`config.mk`:
```
export PLATFORM = sky130hd
export DESIGN_NAME = gth_symbol_packer
export DESIGN_NICKNAME = d
export VERILOG_FILES = /design/src/rtl/gth_symbol_packer.sv
export SDC_FILE = /design/constraint.sdc
export NUM_CORES = 1
export LEC_CHECK = 0
export ABC_AREA = 1
export CAP_MARGIN = 25
export CORE_UTILIZATION = 23
export CTS_CLUSTER_SIZE = 24
export DETAILED_ROUTE_END_ITERATION = 6
export PLACE_DENSITY = 0.43
export SLEW_MARGIN = 40
export SYNTH_ARGS = -nofsm -noshare
export SYNTH_HDL_FRONTEND = slang
export SYNTH_SLANG_ARGS = --single-unit
```
`constraint.sdc`:
```
create_clock -name txoutclk_internal -period 8.7 [get_ports txoutclk_internal]
set_clock_uncertainty 0.05 [all_clocks]
set_input_delay 1.74 -clock txoutclk_internal [delete_from_list [all_inputs] [get_ports txoutclk_internal]]
set_output_delay 1.74 -clock txoutclk_internal [all_outputs]
set_load 0.05 [all_outputs]
```
`src/rtl/gth_symbol_packer.sv`:
```
// Gearbox from NUM_CH parallel SYM_W-bit symbols per cycle to one GT word of RATIO
// slots per channel, with idle substitution, test-pattern modes and status counters.
module gth_symbol_packer #(
    parameter int              NUM_CH   = 3,
    parameter int              SYM_W    = 10,
    parameter int              RATIO    = 2,
    parameter logic [SYM_W-1:0] IDLE_SYM = 10'h354,
    parameter logic [SYM_W-1:0] CLK_PAT  = 10'h3E0,
    localparam int             PH_W     = (RATIO > 1) ? $clog2(RATIO) : 1,
    localparam int             WORD_W   = NUM_CH * SYM_W * RATIO
) (
    input  logic                    txoutclk_internal,
    input  logic                    gtwiz_reset_clk_freerun_in,
    input  logic [1:0]              mode,
    input  logic                    in_valid,
    input  logic [NUM_CH*SYM_W-1:0] in_sym,
    input  logic                    align,
    input  logic                    clear_status,
    input  logic                    out_full,
    output logic [WORD_W-1:0]       out_word,
    output logic                    out_valid,
    output logic [PH_W-1:0]         phase,
    output logic [15:0]             underrun_cnt,
    output logic                    overflow
);

    localparam logic [PH_W-1:0] LAST_PH = PH_W'(RATIO - 1);
    localparam logic [15:0]     CNT_MAX = 16'hFFFF;

    function automatic logic [6:0] prbs_seed(input int c);
        return 7'h7F ^ c[6:0];
    endfunction

    // Returns {next_state, symbol}: SYM_W steps of x^7+x^6+1, symbol bit k = feedback of step k.
    function automatic logic [SYM_W+6:0] prbs_sym(input logic [6:0] seed);
        logic [6:0]       st;
        logic [SYM_W-1:0] sym;
        logic             nb;
        st  = seed;
        sym = '0;
        for (int k = 0; k < SYM_W; k++) begin
            nb     = st[6] ^ st[5];
            sym[k] = nb;
            st     = {st[5:0], nb};
        end
        return {st, sym};
    endfunction

    logic [PH_W-1:0]   phase_r;
    logic [1:0]        active_mode_r;
    logic [1:0]        cur_mode_s;
    logic [WORD_W-1:0] shadow_r;
    logic [WORD_W-1:0] shadow_nxt_s;
    logic [WORD_W-1:0] out_word_r;
    logic              out_valid_r;
    logic              overflow_r;
    logic [15:0]       underrun_cnt_r;
    logic              underrun_s;
    logic              last_s;
    logic [6:0]        lfsr_r     [NUM_CH];
    logic [6:0]        lfsr_nxt_s [NUM_CH];
    logic [SYM_W+6:0]  prbs_s     [NUM_CH];
    logic [SYM_W-1:0]  sym_s      [NUM_CH];

    // Mode is taken live on slot 0 so the whole word uses one mode
    always_comb begin
        if (phase_r == '0) begin
            cur_mode_s = mode;
        end else begin
            cur_mode_s = active_mode_r;
        end
        last_s     = (phase_r == LAST_PH);
        underrun_s = (cur_mode_s == 2'd0) && !in_valid && !align;
    end

    // Per-channel symbol source selection
    always_comb begin
        for (int c = 0; c < NUM_CH; c++) begin
            prbs_s[c]     = prbs_sym(lfsr_r[c]);
            lfsr_nxt_s[c] = prbs_s[c][SYM_W+6:SYM_W];
            case (cur_mode_s)
                2'd0: begin
                    if (in_valid) begin
                        sym_s[c] = in_sym[c*SYM_W +: SYM_W];
                    end else begin
                        sym_s[c] = IDLE_SYM;
                    end
                end
                2'd1:    sym_s[c] = IDLE_SYM;
                2'd2:    sym_s[c] = CLK_PAT;
                2'd3:    sym_s[c] = prbs_s[c][SYM_W-1:0];
                default: sym_s[c] = IDLE_SYM;
            endcase
        end
    end

    // Shadow word with the current symbols written into slot phase
    always_comb begin
        shadow_nxt_s = shadow_r;
        for (int c = 0; c < NUM_CH; c++) begin
            for (int s = 0; s < RATIO; s++) begin
                if (PH_W'(s) == phase_r) begin
                    shadow_nxt_s[(c*RATIO+s)*SYM_W +: SYM_W] = sym_s[c];
                end else begin
                    shadow_nxt_s[(c*RATIO+s)*SYM_W +: SYM_W] = shadow_r[(c*RATIO+s)*SYM_W +: SYM_W];
                end
            end
        end
    end

    // Slot counter, shadow word and completed-word register
    always_ff @(posedge txoutclk_internal or posedge gtwiz_reset_clk_freerun_in) begin
        if (gtwiz_reset_clk_freerun_in) begin
            phase_r     <= '0;
            shadow_r    <= '0;
            out_word_r  <= '0;
            out_valid_r <= 1'b0;
        end else if (align) begin
            phase_r     <= '0;
            shadow_r    <= '0;
            out_valid_r <= 1'b0;
        end else begin
            shadow_r    <= shadow_nxt_s;
            out_valid_r <= last_s;
            if (last_s) begin
                phase_r    <= '0;
                out_word_r <= shadow_nxt_s;
            end else begin
                phase_r <= phase_r + PH_W'(1);
            end
        end
    end

    // Latch the word's mode on slot 0
    always_ff @(posedge txoutclk_internal or posedge gtwiz_reset_clk_freerun_in) begin
        if (gtwiz_reset_clk_freerun_in) begin
            active_mode_r <= 2'd0;
        end else if (phase_r == '0) begin
            active_mode_r <= cur_mode_s;
        end
    end

    // PRBS7 generators: reseed on align, advance only while in PRBS mode
    always_ff @(posedge txoutclk_internal or posedge gtwiz_reset_clk_freerun_in) begin
        if (gtwiz_reset_clk_freerun_in) begin
            for (int c = 0; c < NUM_CH; c++) lfsr_r[c] <= prbs_seed(c);
        end else if (align) begin
            for (int c = 0; c < NUM_CH; c++) lfsr_r[c] <= prbs_seed(c);
        end else if (cur_mode_s == 2'd3) begin
            for (int c = 0; c < NUM_CH; c++) lfsr_r[c] <= lfsr_nxt_s[c];
        end
    end

    // Status: saturating underrun count and sticky overflow, clear has priority
    always_ff @(posedge txoutclk_internal or posedge gtwiz_reset_clk_freerun_in) begin
        if (gtwiz_reset_clk_freerun_in) begin
            underrun_cnt_r <= 16'd0;
            overflow_r     <= 1'b0;
        end else if (clear_status) begin
            underrun_cnt_r <= 16'd0;
            overflow_r     <= 1'b0;
        end else begin
            if (underrun_s && (underrun_cnt_r != CNT_MAX)) begin
                underrun_cnt_r <= underrun_cnt_r + 16'd1;
            end
            if (out_valid_r && out_full) begin
                overflow_r <= 1'b1;
            end
        end
    end

    assign out_word     = out_word_r;
    assign out_valid    = out_valid_r;
    assign phase        = phase_r;
    assign underrun_cnt = underrun_cnt_r;
    assign overflow     = overflow_r;

endmodule

```
==> run summary, run 1 <==
==============================================================================
Standard cell area after detailed placement                       0.007427 sq mm
Pre-CTS setup slack                                                   4.457 ns
Post-route DRC violation count                                               0
Max-slew headroom                                                       0.4804
Synth area leader                                                 sky130_fd_sc_hd__dfrtp_1
Worst Max-Slew Pin Slew                                              0.7794 ns
Num Clock Sinks                                                            132
Top-count cell post-synth                                         sky130_fd_sc_hd__nand2_1
P_leak                                                                3.761 nW
Finished layout cell area                                         0.008000 sq mm
I/O pin count                                                              117
Post-CTS setup buffer count                                                  0
Via count of the first global-routing pass                                4781
CTS tree                                                                  done
CTS root buffer                                                   sky130_fd_sc_hd__clkbuf_16
Number of hold-slack violations in the final timing report                   0
Detailed placer's ending HPWL                                         12.74 mm
WL per Instance                                                   15.60 microns
Sequential-to-total area share from yosys stat                          0.5577
Total of max-cap violations                                                  0
DRC marker count from the first detailed-route iteration                   291
Vias                                                                      4865
CTS hold repair buffers                                                      0
Fraction of layout cells with a size suffix above 1                    0.09685
Skew-Pair Late Insertion Delay                                         0.42 ns
Die footprint                                                     0.02659 sq mm
Number of enable-type register cells in the synthesized netlist              0
Max-slew violation total from the final report                               0
Number of vias per cell after detailed routing                           4.208
Total overflow reported by the global router                                 0
Post-Route Setup TNS                                                      0 ns
Synth Cell Area                                                   0.005966 sq mm
Site row count                                                              58
Ranking of synthesized cells by area                              sky130_fd_sc_hd__dfrtp_1, sky130_fd_sc_hd__nand2_1, sky130_fd_sc_hd__dfstp_2
Crit share post-route                                                   0.4378
Worst endpoint data arrival time                                       4.11 ns
Std-Cell Core Area                                                0.02533 sq mm
Number of input and output port buffers inserted                           116
Post-layout minimum cycle time                                        3.809 ns
Wire length of the first global-routing pass                          28.26 mm
Horiz. Die Dim                                                    163.1 microns
Drt pass-1 iters                                                             6
Top cell types by occurrence after synthesis                      sky130_fd_sc_hd__nand2_1, sky130_fd_sc_hd__dfrtp_1, sky130_fd_sc_hd__o21ai_0
Average size of a mapped cell                                      8.438 sq um
Die height                                                        163.1 microns
Leading register cell type out of synthesis                       sky130_fd_sc_hd__dfrtp_1
Setup-violating endpoint count in the final report                           0
Synthesis Warnings                                                           0
Maximum level of the CTS H-tree                                              4
FFs w/ async S/R, synth                                                  1.000
Post-layout net count                                                      852
Post-synthesis net count                                                   746
Required time worst endpoint                                           9.00 ns
Area fraction of the dominant cell type after synthesis                 0.4740
Max IR drop VDD                                                      0.1240 mV
FMAX                                                                 262.6 MHz
Initial antenna violation count                                              0
Post-cts resize count                                                        0
Worst hold path type                                                   reg2reg
Path type of the worst setup path                                       in2reg
Worst path setup slack after routing                                  4.891 ns
Final weighted congestion in routability-driven placement               0.7793
Synthesis-stage register bit count                                         132
Routed wire length                                                    18.04 mm
Starting density of the core                                            0.2355
Count of nets left with antenna violations after detail routing              0
Total clock buffers created by CTS                                          17
Count of antenna diodes in the layout                                        0
Biggest fanout along the worst timing path                                  28
Outcome                                                              completed
Synthesized netlist cell count                                             707
Cell Pwr Density                                                  237.3 mW/mm^2
Kind of launch point of the worst setup path                        input port
Number of different library cells in the post-synthesis netlist             29
Clock-pin slew on the worst setup and hold paths                       0.06 ns
Endpoint class of the critical path                                  flip-flop
Pin count of the biggest net entering global routing                        87
Bufs on Longest Clock Path                                                   2
Area Overhead vs Synth                                                  34.10%
Global-route usage over all layers                                      0.1437
Setup repair after global routing missed its margin                      false
==============================================================================
==> sequential cells by signal, indices dropped and copies added, names as in the netlist <==
name / cells
out_word: 60
shadow_r: 30
lfsr_r: 21
underrun_cnt: 16
active_mode_r: 2
out_valid: 1
overflow: 1
phase: 1
==> cell families (layout without fill, tap and decap cells) <==
logic type               Yosys count  in the layout  synth area share
AND/OR/NAND/NOR                  414            414            0.2859
flip-flops                       132            132            0.5577
AO/OA/AOI/OAI                     67             67           0.06292
buffers and inverters             60            179           0.04299
XOR/XNOR                          33             33           0.04845
adder cells (fa/ha/maj)            1              1          0.002097
==> per-stage QoR <==
stage | cells | util | power, mW | hold slack (ns)
global route | 1156 | 0.3159 | 1.988 | 0.4385
floorplan | 707 | - | 1.038 | 0.3887
detailed placement | 1124 | 0.2933 | 1.215 | 0.4080
global placement | 1124 | 0.2932 | 1.216 | 0.4033
finish | 1156 | 0.3159 | 1.898 | 0.4198
CTS | 1156 | 0.3159 | 1.930 | 0.4242
==> area by class of cell <==
cell class,instances,area [sq um]
sequential,132,3327
inverter,27,108.9
timing repair buffer,120,1191
tap,330,412.9
clock inverter,15,147.6
clock buffer,17,425.4
multi-input combinational,515,2387
fill,2663,17330
==> per-layer routing <==
layer / part of all wire / vias to the layer above / GRT usage
li1: - / 2456 / -
met2: 0.46 / 95 / 0.2222
met3: 0.039 / 20 / 0.03555
met5: 0 / - / 0
met1: 0.49 / 2294 / 0.1972
met4: 0.012 / 0 / 0.04206
==> final timing paths <==
kind	endpoint	slack [ns]	start	cells after the start
hold reg to reg	out_word[21]	0.42	shadow_r[21]	2
setup / recovery	out_word[17]	4.89	mode[1]	9
hold / removal	out_word[21]	0.42	shadow_r[21]	2
min in group asynchronous	underrun_cnt[15]	1.77	gtwiz_reset_clk_freerun_in	2
max in group asynchronous	shadow_r[2]	5.76	gtwiz_reset_clk_freerun_in	3
setup reg to reg	out_word[17]	6.13	phase	9
==> worst max-delay path: stages <==
cell and delay, ns:
sky130_fd_sc_hd__clkdlybuf4s50_1 0.49, sky130_fd_sc_hd__nand2_1 0.07, sky130_fd_sc_hd__nand2_2 0.23, sky130_fd_sc_hd__nand2_1 0.51
sky130_fd_sc_hd__inv_2 0.59, sky130_fd_sc_hd__nand2_1 0.14, sky130_fd_sc_hd__nand3_1 0.18, sky130_fd_sc_hd__nand2_1 0.07
sky130_fd_sc_hd__nand2_1 0.08
==> power breakdown <==
group / switching [mW] / internal (mW)
logic: 0.313 / 0.146
clock network: 0.300 / 0.401
registers: 0.0489 / 0.690
total: 0.662 / 1.24
==> cells in the final DEF (no fill, tap or decap), drive strengths merged, types with 17 or more instances in the layout <==
master and count:
nand3 29, o21ai 51, nand2 324, dfrtp 113, clkdlybuf4s50 116, dfstp 19
nor2 42, xor2 21, inv 33, clkbuf 17
(Power assumes the default switching activity.)
==> run 2: changes to the inputs <==
--- a/config.mk
+++ b/config.mk
@@ -10,7 +10,7 @@
 export CORE_UTILIZATION = 23
 export CTS_CLUSTER_SIZE = 24
 export DETAILED_ROUTE_END_ITERATION = 6
-export PLACE_DENSITY = 0.43
+export PLACE_DENSITY = 0.44
 export SLEW_MARGIN = 40
 export SYNTH_ARGS = -nofsm -noshare
 export SYNTH_HDL_FRONTEND = slang
==> constraint.sdc (replaced) <==
create_clock -name txoutclk_internal -period 3.1 [get_ports txoutclk_internal]
set_clock_uncertainty 0.05 [all_clocks]
set_input_delay 0.62 -clock txoutclk_internal [delete_from_list [all_inputs] [get_ports txoutclk_internal]]
set_output_delay 0.62 -clock txoutclk_internal [all_outputs]
set_load 0.05 [all_outputs]
==> run 2 against run 1 <==
Final cell count rose by 0.78%; hold slack worse by 0.0014 ns; cell area up 2.6%; core utilization is 0.82 points higher; register-to-register slack got worse by 5.0 ns; sequential power rose to 2.8 times the previous value; critical endpoint is now underrun_cnt[12]; largest power group is now the clock network.
==> run summary, run 2 (same netlist as run 1, synthesis figures left out) <==
==============================================================================
Delay of the slowest cell on the worst path                            0.85 ns   was 0.59 ns
Horiz. Die Dim                                                    163.1 microns   unchanged
Filler cell count                                                         2621   was 2663
Area Overhead vs Synth                                                  37.56%   was 34.10%
Largest register FFs                                                        60   unchanged
Cell type of the slowest stage on the worst timing path           sky130_fd_sc_hd__clkdlybuf4s50_1   was sky130_fd_sc_hd__inv_2
Worst hold slack                                                     0.4184 ns   was 0.4198 ns
Num Clock Sinks                                                            132   unchanged
Worst Max-Slew Pin Slew                                              0.6879 ns   was 0.7794 ns
Post-CTS setup buffer count                                                  0   unchanged
Global-route usage over all layers                                      0.1438   was 0.1437
WL per Instance                                                   15.50 microns   was 15.60 microns
Detailed placer's ending HPWL                                         13.30 mm   was 12.74 mm
Max-slew headroom                                                       0.5404   was 0.4804
Initial antenna violation count                                              0   unchanged
Number of input and output port buffers inserted                           116   unchanged
Max IR drop VDD                                                      0.2844 mV   was 0.1240 mV
Total overflow reported by the global router                                 0   unchanged
Kind of launch point of the worst setup path                         flip-flop   was input port
Total of max-cap violations                                                  0   unchanged
Cell family with most CP delay                                    buffers and inverters   was simple AND/OR/NAND/NOR gates
Standard cell area after detailed placement                       0.007561 sq mm   was 0.007427 sq mm
I/O pin count                                                              117   unchanged
Post-layout net count                                                      862   was 852
Drt pass-1 iters                                                             4   was 6
Wire length of the first global-routing pass                          28.72 mm   was 28.26 mm
DRC marker count from the first detailed-route iteration                   186   was 291
Via count of the first global-routing pass                                4950   was 4781
Count of antenna diodes in the layout                                        0   unchanged
Worst hold path type                                                   reg2reg   unchanged
Fraction of layout cells with a size suffix above 1                     0.1042   was 0.09685
Post-route DRC violation count                                               0   unchanged
Post-Route Setup TNS                                                      0 ns   unchanged
Crit share post-route                                                   0.7725
Final weighted congestion in routability-driven placement               0.8307   was 0.7793
Std-Cell Core Area                                                0.02533 sq mm   unchanged
Endpoint class of the critical path                               primary output   was flip-flop
Final Total Pwr                                                       5.611 mW   was 1.898 mW
Routed wire length                                                    18.06 mm   was 18.04 mm
CTS hold repair buffers                                                      0   unchanged
Required time worst endpoint                                           2.43 ns   was 9.00 ns
Post-cts resize count                                                        0   unchanged
Max-slew violation total from the final report                               0   unchanged
Die footprint                                                     0.02659 sq mm   unchanged
Cell Chain, Critical Path                                         clkdlybuf4s50_1   was clkdlybuf4s50_1 > nand2_1 > nand2_2 > nand2_1 > inv_2 > nand2_1 > nand3_1 > nand2_1 > nand2_1
Maximum level of the CTS H-tree                                              4   unchanged
CTS root buffer                                                   sky130_fd_sc_hd__clkbuf_16   unchanged
Post-layout minimum cycle time                                        2.395 ns
Setup repair after global routing missed its margin                      false   unchanged
FF+latch area                                                     0.003327 sq mm   unchanged
Count of nets left with antenna violations after detail routing              0   unchanged
Die height                                                        163.1 microns   unchanged
Area used by multi-input combinational logic                      0.002387 sq mm   unchanged
Skew-Pair Late Insertion Delay                                         0.41 ns   was 0.42 ns
Site row count                                                              58   unchanged
Starting density of the core                                            0.2355   unchanged
Bufs on Longest Clock Path                                                   2   unchanged
Cell Pwr Density                                                  683.7 mW/mm^2   was 237.3 mW/mm^2
Clock-pin slew on the worst setup and hold paths                       0.06 ns   about the same
Total clock buffers created by CTS                                          17   unchanged
Path type of the worst setup path                                      reg2out   was in2reg
FMAX                                                                 417.6 MHz
Leading cell types in the layout, fill and taps excluded          sky130_fd_sc_hd__nand2_1, sky130_fd_sc_hd__clkdlybuf4s50_1, sky130_fd_sc_hd__dfrtp_1   unchanged
Most common cell after layout, fill and taps aside                sky130_fd_sc_hd__nand2_1   unchanged
Number of vias per cell after detailed routing                           4.201   was 4.208
CTS tree                                                                  done   unchanged
Pin count of the biggest net entering global routing                        49   was 87
Biggest fanout along the worst timing path                                   7   was 28
Number of hold-slack violations in the final timing report                   0   unchanged
Finished layout cell area                                         0.008207 sq mm   was 0.008000 sq mm
Setup-violating endpoint count in the final report                           0   unchanged
Sum of buffers and inverters on the critical path                            1   was 2
P_leak                                                                3.862 nW   was 3.761 nW
Vias                                                                      4894   was 4865
Worst endpoint data arrival time                                       1.72 ns   was 4.11 ns
Outcome                                                              completed   unchanged
==============================================================================
==> run 2: cell type report <==
cell class	instances	share of cell area
flip-flops and latches	132	0.4054
repair buffers	130	0.1619
multi-input cells	515	0.2909
clock buffers	20	0.05443
well taps	330	0.05031
clock inverters	11	0.02424
inverters	27	0.01281
==> run 2: stage by stage <==
stage | setup slack, ns | cells | util
after detailed placement | 0.5623 | 1134 | 0.2985
after global routing | 0.6053 | 1165 | 0.3240
after CTS | 0.6823 | 1165 | 0.3240
final | 0.7053 | 1165 | 0.3240
after floorplan | 0.8083 | 707 | -
after global placement | 0.5729 | 1134 | 0.2985
==> run 2: worst register-to-register path: cells and delay by family (launching register included) <==
family                 cells  cell delay [ns]
AO/OA/AOI/OAI              2             0.24
buffers and inverters      2             0.51
AND/OR/NAND/NOR            4             0.62
flip-flops                 1             0.44
==> run 2: layer usage <==
metal,global-route usage,vias to the layer above,wire [microns]
li1,-,2474,-
met1,0.2004,2326,8791
met2,0.2251,89,8447
met3,0.03047,5,685
met4,0.03696,0,138
met5,0,-,0
==> run 2: power breakdown <==
group          internal, mW  switching, mW
Clock                  1.45          0.777
Combinational         0.427          0.878
Sequential             1.94          0.139
==> run 2: worst paths after layout <==
| kind | from | cells past startpoint | slack (ns) | end |
|---|---|---|---|---|
| worst max-delay path | underrun_cnt[12] | 1 | 0.71 | underrun_cnt[12] |
| worst max register to register | phase | 8 | 1.11 | shadow_r[8] |
| worst min-delay path | shadow_r[6] | 2 | 0.42 | out_word[6] |
| max in group asynchronous | gtwiz_reset_clk_freerun_in | 3 | 1.71 | lfsr_r[0] |
| min in group asynchronous | gtwiz_reset_clk_freerun_in | 2 | 0.62 | underrun_cnt[1] |
| worst min register to register | shadow_r[6] | 2 | 0.42 | out_word[6] |
